===== src/rtl/mseq_burst_sched_if.sv =====
// Control and sample bus of the M-sequence burst scheduler.
// The system controller is the master; the scheduler is the slave.
interface mseq_burst_sched_if;
   logic        start;
   logic        stop;
   logic [7:0]  burst_num;
   logic [15:0] gap_len;
   logic        busy;
   logic        done;
   logic        chip_valid;
   logic        chip;
   logic        period_end;
   logic [31:0] Signal_Send;

   modport master (
      output start, stop, burst_num, gap_len,
      input  busy, done, chip_valid, chip, period_end, Signal_Send
   );

   modport slave (
      input  start, stop, burst_num, gap_len,
      output busy, done, chip_valid, chip, period_end, Signal_Send
   );
endinterface


===== src/rtl/mseq_burst_sched.sv =====
// Burst scheduler: emits whole periods of a maximal-length LFSR chip
// stream, each followed by a silent gap, for a programmable number of
// bursts (0 = continuous until stop). Chips map to +/-AMP samples.
//
// state  | meaning
// -------+---------------------------------------------------------
// IDLE   | waiting for start; config latched on acceptance
// LOAD   | one zero-sample cycle, LFSR <- SEED, chip counter cleared
// RUN    | one chip per cycle, P chips per period
// GAP    | gap_len silent cycles after a period
// FIN    | one-cycle done pulse, then IDLE
//
// All outputs come from flops whose next value is derived from the next
// state, so each output lines up with the state it describes.
module mseq_burst_sched #(
   parameter int               ORDER = 7,
   parameter logic [ORDER-1:0] TAPS  = 7'b0000011,
   parameter logic [ORDER-1:0] SEED  = 7'b1111111,
   parameter logic [31:0]      AMP   = 32'd1000
) (
   input  logic              clk,
   input  logic              rst_n,
   mseq_burst_sched_if.slave bus
);

   localparam logic [ORDER-1:0] CNT_LAST = ORDER'((2 ** ORDER) - 2);
   localparam logic [31:0]      NEG_AMP  = ~AMP + 32'd1;

   typedef enum logic [2:0] {
      S_IDLE,
      S_LOAD,
      S_RUN,
      S_GAP,
      S_FIN
   } state_t;

   state_t           state_q, state_d;
   logic [ORDER-1:0] lfsr_q, lfsr_d;
   logic [ORDER-1:0] chip_cnt_q, chip_cnt_d;
   logic [7:0]       burst_cnt_q, burst_cnt_d;
   logic [15:0]      gap_cnt_q, gap_cnt_d;
   logic [7:0]       burst_num_q, burst_num_d;
   logic [15:0]      gap_len_q, gap_len_d;

   logic             busy_q, busy_d;
   logic             done_q, done_d;
   logic             chip_valid_q, chip_valid_d;
   logic             chip_q, chip_d;
   logic             period_end_q, period_end_d;
   logic [31:0]      sample_q, sample_d;

   logic [7:0]       burst_inc;
   logic             last_after_inc;
   logic             last_now;

   assign burst_inc      = burst_cnt_q + 8'd1;
   assign last_after_inc = (burst_num_q != 8'd0) && (burst_inc == burst_num_q);
   assign last_now       = (burst_num_q != 8'd0) && (burst_cnt_q == burst_num_q);

   // Next-state, counter and registered-output computation.
   always_comb begin
      state_d     = state_q;
      lfsr_d      = lfsr_q;
      chip_cnt_d  = chip_cnt_q;
      burst_cnt_d = burst_cnt_q;
      gap_cnt_d   = gap_cnt_q;
      burst_num_d = burst_num_q;
      gap_len_d   = gap_len_q;

      case (state_q)
         S_IDLE: begin
            if (bus.start && !bus.stop) begin
               burst_num_d = bus.burst_num;
               gap_len_d   = bus.gap_len;
               burst_cnt_d = 8'd0;
               state_d     = S_LOAD;
            end
         end
         S_LOAD: begin
            lfsr_d     = SEED;
            chip_cnt_d = '0;
            state_d    = S_RUN;
         end
         S_RUN: begin
            lfsr_d = {^(lfsr_q & TAPS), lfsr_q[ORDER-1:1]};
            if (chip_cnt_q == CNT_LAST) begin
               burst_cnt_d = burst_inc;
               if (gap_len_q != 16'd0) begin
                  gap_cnt_d = 16'd0;
                  state_d   = S_GAP;
               end else begin
                  state_d = last_after_inc ? S_FIN : S_LOAD;
               end
            end else begin
               chip_cnt_d = chip_cnt_q + ORDER'(1);
            end
         end
         S_GAP: begin
            if (gap_cnt_q == gap_len_q - 16'd1) begin
               state_d = last_now ? S_FIN : S_LOAD;
            end else begin
               gap_cnt_d = gap_cnt_q + 16'd1;
            end
         end
         S_FIN: begin
            state_d = S_IDLE;
         end
         default: begin
            state_d = S_IDLE;
         end
      endcase

      // Abort overrides everything, including a same-cycle start.
      if (bus.stop) begin
         state_d = S_IDLE;
      end

      busy_d       = (state_d != S_IDLE);
      done_d       = (state_d == S_FIN);
      chip_valid_d = (state_d == S_RUN);
      chip_d       = (state_d == S_RUN) ? lfsr_d[0] : 1'b0;
      period_end_d = (state_d == S_RUN) && (chip_cnt_d == CNT_LAST);
      if (state_d == S_RUN) begin
         sample_d = lfsr_d[0] ? AMP : NEG_AMP;
      end else begin
         sample_d = 32'd0;
      end
   end

   // State, counters, latched config and outputs.
   always_ff @(posedge clk or negedge rst_n) begin
      if (!rst_n) begin
         state_q      <= S_IDLE;
         lfsr_q       <= SEED;
         chip_cnt_q   <= '0;
         burst_cnt_q  <= 8'd0;
         gap_cnt_q    <= 16'd0;
         burst_num_q  <= 8'd0;
         gap_len_q    <= 16'd0;
         busy_q       <= 1'b0;
         done_q       <= 1'b0;
         chip_valid_q <= 1'b0;
         chip_q       <= 1'b0;
         period_end_q <= 1'b0;
         sample_q     <= 32'd0;
      end else begin
         state_q      <= state_d;
         lfsr_q       <= lfsr_d;
         chip_cnt_q   <= chip_cnt_d;
         burst_cnt_q  <= burst_cnt_d;
         gap_cnt_q    <= gap_cnt_d;
         burst_num_q  <= burst_num_d;
         gap_len_q    <= gap_len_d;
         busy_q       <= busy_d;
         done_q       <= done_d;
         chip_valid_q <= chip_valid_d;
         chip_q       <= chip_d;
         period_end_q <= period_end_d;
         sample_q     <= sample_d;
      end
   end

   assign bus.busy        = busy_q;
   assign bus.done        = done_q;
   assign bus.chip_valid  = chip_valid_q;
   assign bus.chip        = chip_q;
   assign bus.period_end  = period_end_q;
   assign bus.Signal_Send = sample_q;

endmodule


===== src/flat_wrapper.sv =====
// flat-port wrapper written by rule: the top's interface ports become plain ports
module mseq_burst_sched_flat 
#(
   parameter int               ORDER = 7,
   parameter logic [ORDER-1:0] TAPS  = 7'b0000011,
   parameter logic [ORDER-1:0] SEED  = 7'b1111111,
   parameter logic [31:0]      AMP   = 32'd1000
)
  (clk, rst_n, bus_start, bus_stop, bus_burst_num, bus_gap_len, bus_busy, bus_done, bus_chip_valid, bus_chip, bus_period_end, bus_Signal_Send);
  mseq_burst_sched_if bus_i ();
  input  logic clk;
  input  logic rst_n;
  input wire logic [$bits(bus_i.start)-1:0] bus_start;
  input wire logic [$bits(bus_i.stop)-1:0] bus_stop;
  input wire logic [$bits(bus_i.burst_num)-1:0] bus_burst_num;
  input wire logic [$bits(bus_i.gap_len)-1:0] bus_gap_len;
  output wire logic [$bits(bus_i.busy)-1:0] bus_busy;
  output wire logic [$bits(bus_i.done)-1:0] bus_done;
  output wire logic [$bits(bus_i.chip_valid)-1:0] bus_chip_valid;
  output wire logic [$bits(bus_i.chip)-1:0] bus_chip;
  output wire logic [$bits(bus_i.period_end)-1:0] bus_period_end;
  output wire logic [$bits(bus_i.Signal_Send)-1:0] bus_Signal_Send;
  assign bus_i.start = bus_start;
  assign bus_i.stop = bus_stop;
  assign bus_i.burst_num = bus_burst_num;
  assign bus_i.gap_len = bus_gap_len;
  assign bus_busy = bus_i.busy;
  assign bus_done = bus_i.done;
  assign bus_chip_valid = bus_i.chip_valid;
  assign bus_chip = bus_i.chip;
  assign bus_period_end = bus_i.period_end;
  assign bus_Signal_Send = bus_i.Signal_Send;
  mseq_burst_sched #(.ORDER(ORDER), .TAPS(TAPS), .SEED(SEED), .AMP(AMP)) u_core (.clk(clk), .rst_n(rst_n), .bus(bus_i));
endmodule

===== config.mk =====
export PLATFORM = sky130hd
export DESIGN_NAME = mseq_burst_sched_flat
export DESIGN_NICKNAME = d
export VERILOG_FILES = /design/src/rtl/mseq_burst_sched_if.sv /design/src/rtl/mseq_burst_sched.sv /design/src/flat_wrapper.sv
export SDC_FILE = /design/constraint.sdc
export NUM_CORES = 1
export LEC_CHECK = 0
export CORE_MARGIN = 2
export CORE_UTILIZATION = 50
export CTS_CLUSTER_DIAMETER = 50
export DETAILED_ROUTE_END_ITERATION = 8
export GPL_ROUTABILITY_DRIVEN = 0
export PLACE_DENSITY = 0.73
export RECOVER_POWER = 100
export SYNTH_ARGS = -nofsm -noshare
export SYNTH_HDL_FRONTEND = slang
export SYNTH_SLANG_ARGS = --single-unit
export TNS_END_PERCENT = 5

===== constraint.sdc =====
create_clock -name clk -period 3.8 [get_ports clk]
set_clock_uncertainty 0.1 [all_clocks]
set_input_delay 0.76 -clock clk [delete_from_list [all_inputs] [get_ports clk]]
set_output_delay 0.76 -clock clk [all_outputs]
set_load 0.01 [all_outputs]

Word level (Yosys, flattened, before mapping)

Cells that the tools add are included.

Register bits after elaboration: 102
Bits of input ports: 28
Output and inout port bits: 37
Logic and storage cells: 69

Add/sub/neg operators: 4
Equal/unequal tests: 14
Multiplexer cells: 21
Reductions and logical operators: 16

Operators by type and width:

| cell                                                  | number |
|---|---|
| two-way mux 32 bit                                    | 2 |
| two-way mux 16 bit                                    | 3 |
| case mux 16 bit (2 select lines)                      | 1 |
| case mux 7 bit (2 select lines)                       | 2 |
| two-way mux 3 bit                                     | 7 |
| adder 16 x 1 -> 16 bit, second input constant         | 1 |
| == test 16 bit                                        | 1 |
| == test 8 bit                                         | 2 |
| two-way mux 8 bit                                     | 2 |
| case mux 8 bit (2 select lines)                       | 1 |
| nonzero test 16 bit                                   | 1 |
| subtractor 16 x 1 -> 16 bit, second input constant    | 1 |
| == test 7 bit, second input constant                  | 2 |
| case mux 3 bit (4 select lines)                       | 1 |
| == test 3 x 2 -> 1 bit, second input constant         | 3 |
| adder 8 x 1 -> 8 bit, second input constant           | 1 |
| nonzero test 8 bit                                    | 1 |
| adder 7 x 1 -> 7 bit, second input constant           | 1 |
| two-way mux 7 bit                                     | 1 |
| XOR reduction 7 bit                                   | 1 |
| inequality test 2 x 1 -> 1 bit, second input constant | 3 |
| nonzero test 2 bit                                    | 3 |
| logical AND 1 bit                                     | 4 |
| AND reduction 4 bit                                   | 1 |
| other kinds (9)                                       | 9 |

Logic depth before layout (Yosys ltp)

Gate-level depths: netlist of run 1.

Depth after elaboration: 10
Mapped depth: 12

Worst setup path before layout of run 1

OpenSTA, ideal clock, no wires.

Kind: register -> register
Start: reg u_core.gap_len_q[0]
End: reg u_core.gap_cnt_q[4]
Setup time: 0.095 ns
Arrival: 2.799 ns
Data required time: 3.605 ns
Path slack: 0.806 ns
Cell stages (with the launch flop): 13
Path buffers: 2
Period minus slack after synthesis: 2.994 ns
Cells stage by stage: dfrtp_1 inv_1 ha_1 or4b_1 clkbuf_2 or4_1 a21oi_1 nor4b_4 nand4_4 a22oi_4 buf_6 o21ai_0 o31ai_1

Longest elaborated chain between the ends: 4
Elaborated cells between the ends (all ways): 6
Those cells by class: 1 x add/sub; 3 x eq/ne; 2 x reduce/logical

Ends and longest elaborated chain:

| item                              | RTL line                | text |
|---|---|---|
| from (decl)                       | mseq_burst_sched.sv:43  | `logic [15:0] gap_len_q, gap_len_d;` |
| from (signal assigned)            | mseq_burst_sched.sv:153 | `gap_len_q <= gap_len_d;` |
| subtractor 16 x 1 -> 16 bit       | mseq_burst_sched.sv:99  | `if (gap_cnt_q == gap_len_q - 16'd1) begin` |
| == test 16 bit                    | mseq_burst_sched.sv:99  |  |
| inequality test 2 bit (no line)   | -                       |  |
| AND reduction 4 bit (no line) (*) | -                       |  |
| to (signal assigned)              | mseq_burst_sched.sv:151 | `gap_cnt_q <= gap_cnt_d;` |
| to (decl)                         | mseq_burst_sched.sv:41  | `logic [15:0] gap_cnt_q, gap_cnt_d;` |

Every way passes the cells marked *; elsewhere a longest branch is shown, timed or not.
A chain may end at the register's enable or synchronous reset.

Final worst setup path of run 1

Start: reg u_core.gap_len_q[0]
End: reg u_core.gap_cnt_q[8]

Same word-level chain as after synthesis.

==> impl_metrics.tcl, run 1 <==
set metrics [dict create \
    status "finished, final reports clean" \
    cts_tree "built" \
    clkPwrFrac_pct 26.4 \
    synth_top_cell_by_area "dfrtp_1" \
    cp_top_family "simple AND/OR/NAND/NOR gates" \
    ant_nets 0 \
    ys.flop_type "dfrtp_1" \
    synth_area_per_cell_um2 9.52 \
    finalSetupViolCount 0 \
    arrival_ps 3620 \
    vias 3474 \
    seqPwrFrac_pct 46.1 \
    ir_drop_uv 221 \
    grt_max_degree 60 \
    portBuffers 61 \
    drt-total-wl_mm 9.08 \
    cts_inserted_buffers 9 \
    worst_ep_required_time_ps 3980 \
    cp_slowest_stage_delay_ps 590 \
    dp_hpwl_mm 6.53 \
    crit_type "register to register" \
    syn_area_um2 4270 \
    clk_pin_slew_worst_paths_ps 80 \
    firstDrtPassIters 4 \
    synth_edf_count 0 \
    reg2reg_depth 10 \
    async_flop_share_pct 100 \
    dieArea_um2 9300 \
    cts.path.max_buffers 2 \
    cts_resized 0 \
    leakagePower_uw 0.00213 \
    synth_seq_cells 71 \
    synth_top_area_share_pct 37.5 \
    insertion_delay_ps 360 \
    cp_num_buf_inv 1 \
    final.min_clock_period_ps 3440 \
    setup-tns-final_ps 0 \
    power.total_uw 2360 \
    switching_share_pct 34.0 \
    clock.fmax_ghz 0.291 \
    start_kind "register" \
    worst_slew_pin_slew_ps 1410 \
    drcViolationCount 0 \
    grt_pass1_wl_mm 15.0 \
    combPwrFrac_pct 27.5 \
    max-cap-violations 0 \
    multiInputGateArea_um2 2140 \
    htree_levels 3 \
    yosys-top-cells-count "dfrtp_1 (64), nand2_1 (53), nand3_1 (32)" \
    slew_headroom_pct 6.13 \
    crit_fanout 19 \
    internal_power_uw 1560 \
    core-area_um2 8260 \
    syn_inst 449 \
    hold_path.class "primary input to asynchronous set/reset pin" \
    cts_sinks 71 \
    post_drt_wl_per_cell_um 15.4 \
    path_cells "inv_1 -> ha_1 -> or4b_1 -> or4_1 -> a21oi_1 -> nor4b_4 -> nand4_4 -> a22oi_4 -> o21ai_0 -> a21oi_1" \
    grt_util_all_layers_pct 21.0 \
    cts-root-buf "clkbuf_8" \
    antenna_found_initial 0 \
    cp_num_cells 10 \
    synth-seq-area-share_pct 41.8 \
    cp_common_cell "a21oi_1" \
    nets 514 \
    ys_top_cells_by_area "dfrtp_1 (37%), mux2_2 (6.3%), buf_4 (5.4%)" \
    regArea_um2 1790 \
    grt-ovfl-total 0 \
    drt_iter0_markers 239 \
    die_h_um 96.5 \
    io_pins 65 \
    vias_per_cell 5.88 \
    rsz0062_at_grt "no" \
    rows 33 \
    post-cts-setup-buffers 0 \
    cpMaxStageDelayCell "or4b_1" \
    report.final.slew_viol_count 0 \
    cts_hold_buf 0 \
    ys_warn_count 0 \
    drive_gt1_share_pct 13.8 \
    p_sw_uw 803 \
    yosysMostFrequentCell "dfrtp_1" \
    grt_pass1_vias 3252 \
    powerDensity_nw_per_um2 480 \
    worstSetupEndpointType "register" \
    num-fill-cells 703 \
    finalHoldViolations 0 \
    antennaDiodeCount 0 \
    synth_cell_types 60 \
    period_share_pct 90.5 \
    initial_core_util_pct 51.8 \
    die_w_um 96.5 \
    area_growth_pct 15.2 \
]
==> metrics by stage <==
| step | utilization (%) | hold WS [ps] | worst slack [ps] | instances | instance area, µm² |
|---|---|---|---|---|---|
| finish | 59.6 | 332 | 359 | 591 | 4920 |
| global route | 59.6 | 380 | 124 | 591 | 4920 |
| CTS | 59.9 | 179 | 368 | 591 | 4950 |
| detailed placement | 57.4 | 375 | 387 | 575 | 4740 |
| global placement | 57.4 | 372 | 527 | 575 | 4740 |
| floorplan | - | 364 | 806 | 451 | 4280 |
==> logic make-up (layout without fill, tap and decap cells) <==
| logic type | after synthesis | count (layout) | synth area share, % |
|---|---|---|---|
| compound gates | 69 | 69 | 10.8 |
| mux | 25 | 25 | 6.56 |
| flops | 71 | 71 | 41.8 |
| buf+inv | 55 | 90 | 8.11 |
| xor+xnor | 38 | 38 | 8.20 |
| fa+ha+maj | 5 | 5 | 1.46 |
| simple gates | 185 | 185 | 23.0 |
| other cells | 1 | 3 | 0.0877 |
==> final cells by class <==
class | count | area share, %
multi-input combinational | 325 | 43.5
sequential | 71 | 36.3
clock buffer | 9 | 2.52
tap | 105 | 2.67
clock inverter | 7 | 1.63
inverter | 7 | 0.534
timing repair buffer | 67 | 12.9
==> layout by cell type, fill, tap and decap left out, types with 3 or more instances in the layout <==
| master | instances |
|---|---|
| a21oi_1 | 11 |
| a31oi_1 | 4 |
| and2_0 | 3 |
| and2_1 | 3 |
| and3_1 | 4 |
| clkbuf_1 | 4 |
| clkbuf_8 | 9 |
| clkdlybuf4s50_1 | 25 |
| conb_1 | 3 |
| dfrtp_1 | 64 |
| dfstp_2 | 7 |
| dlygate4sd3_1 | 35 |
| ha_1 | 5 |
| inv_1 | 7 |
| mux2_2 | 24 |
| nand2_1 | 53 |
| nand3_1 | 32 |
| nand3b_1 | 3 |
| nand4_1 | 7 |
| nor2_1 | 23 |
| nor3_1 | 16 |
| nor3b_1 | 3 |
| nor4_1 | 8 |
| o211ai_1 | 6 |
| o21ai_0 | 24 |
| o31ai_1 | 4 |
| or3_1 | 5 |
| or3_2 | 3 |
| or4_1 | 7 |
| xnor2_1 | 16 |
| xor2_1 | 21 |
==> registers in the layout (all words and copies together) (netlist names) <==
| signal | count |
|---|---|
| u_core.chip_cnt_q | 7 |
| u_core.gap_len_q | 16 |
| u_core.bus.done | 1 |
| u_core.bus.period_end | 1 |
| u_core.lfsr_q | 7 |
| u_core.bus.Signal_Send | 3 |
| u_core.state_q | 3 |
| u_core.burst_cnt_q | 8 |
| u_core.burst_num_q | 8 |
| u_core.gap_cnt_q | 16 |
| u_core.bus.busy | 1 |
==> path summary, 6_finish.rpt <==
path                                                 start                               to  slack [ps]
min in group clk              u_core.lfsr_q[3]$_DFFE_PN1N_     u_core.lfsr_q[2]$_DFFE_PN1N_         380
max in group asynchronous                            rst_n  u_core.gap_cnt_q[8]$_DFFE_PN0P_        1430
min                                                  rst_n  u_core.gap_cnt_q[9]$_DFFE_PN0P_         330
min reg2reg                   u_core.lfsr_q[3]$_DFFE_PN1N_     u_core.lfsr_q[2]$_DFFE_PN1N_         380
max                        u_core.gap_len_q[0]$_DFFE_PN0P_  u_core.gap_cnt_q[8]$_DFFE_PN0P_         360
max reg2reg                u_core.gap_len_q[0]$_DFFE_PN0P_  u_core.gap_cnt_q[8]$_DFFE_PN0P_         360
==> per-layer routing <==
metal | vias up | share of wire [%] | wire length [µm] | global-route usage (%)
met5 | - | 0 | 0 | 0
met4 | 0 | 2.5 | 223 | 10.4
met3 | 18 | 5.2 | 471 | 2.79
met2 | 109 | 47 | 4260 | 34.4
met1 | 1707 | 45 | 4130 | 27.4
li1 | 1640 | - | - | -
==> power groups by stage <==
stage	sequential, µW	clock [µW]	combinational, µW
floorplan	1060	0	520
global placement	1100	0	651
detailed placement	1100	0	668
CTS	1090	633	672
global route	1120	667	732
finish	1090	624	649
No activity file was read; power rests on OpenSTA's default activity.
==> run 2: changes to the inputs <==
--- a/config.mk
+++ b/config.mk
@@ -8,6 +8,7 @@
 export CORE_MARGIN = 2
 export CORE_UTILIZATION = 50
 export CTS_CLUSTER_DIAMETER = 50
+export CTS_CLUSTER_SIZE = 10
 export DETAILED_ROUTE_END_ITERATION = 8
 export GPL_ROUTABILITY_DRIVEN = 0
 export PLACE_DENSITY = 0.73
==> results of run 2 <==
Final layout, timing and power as in run 1 (identical DEF).
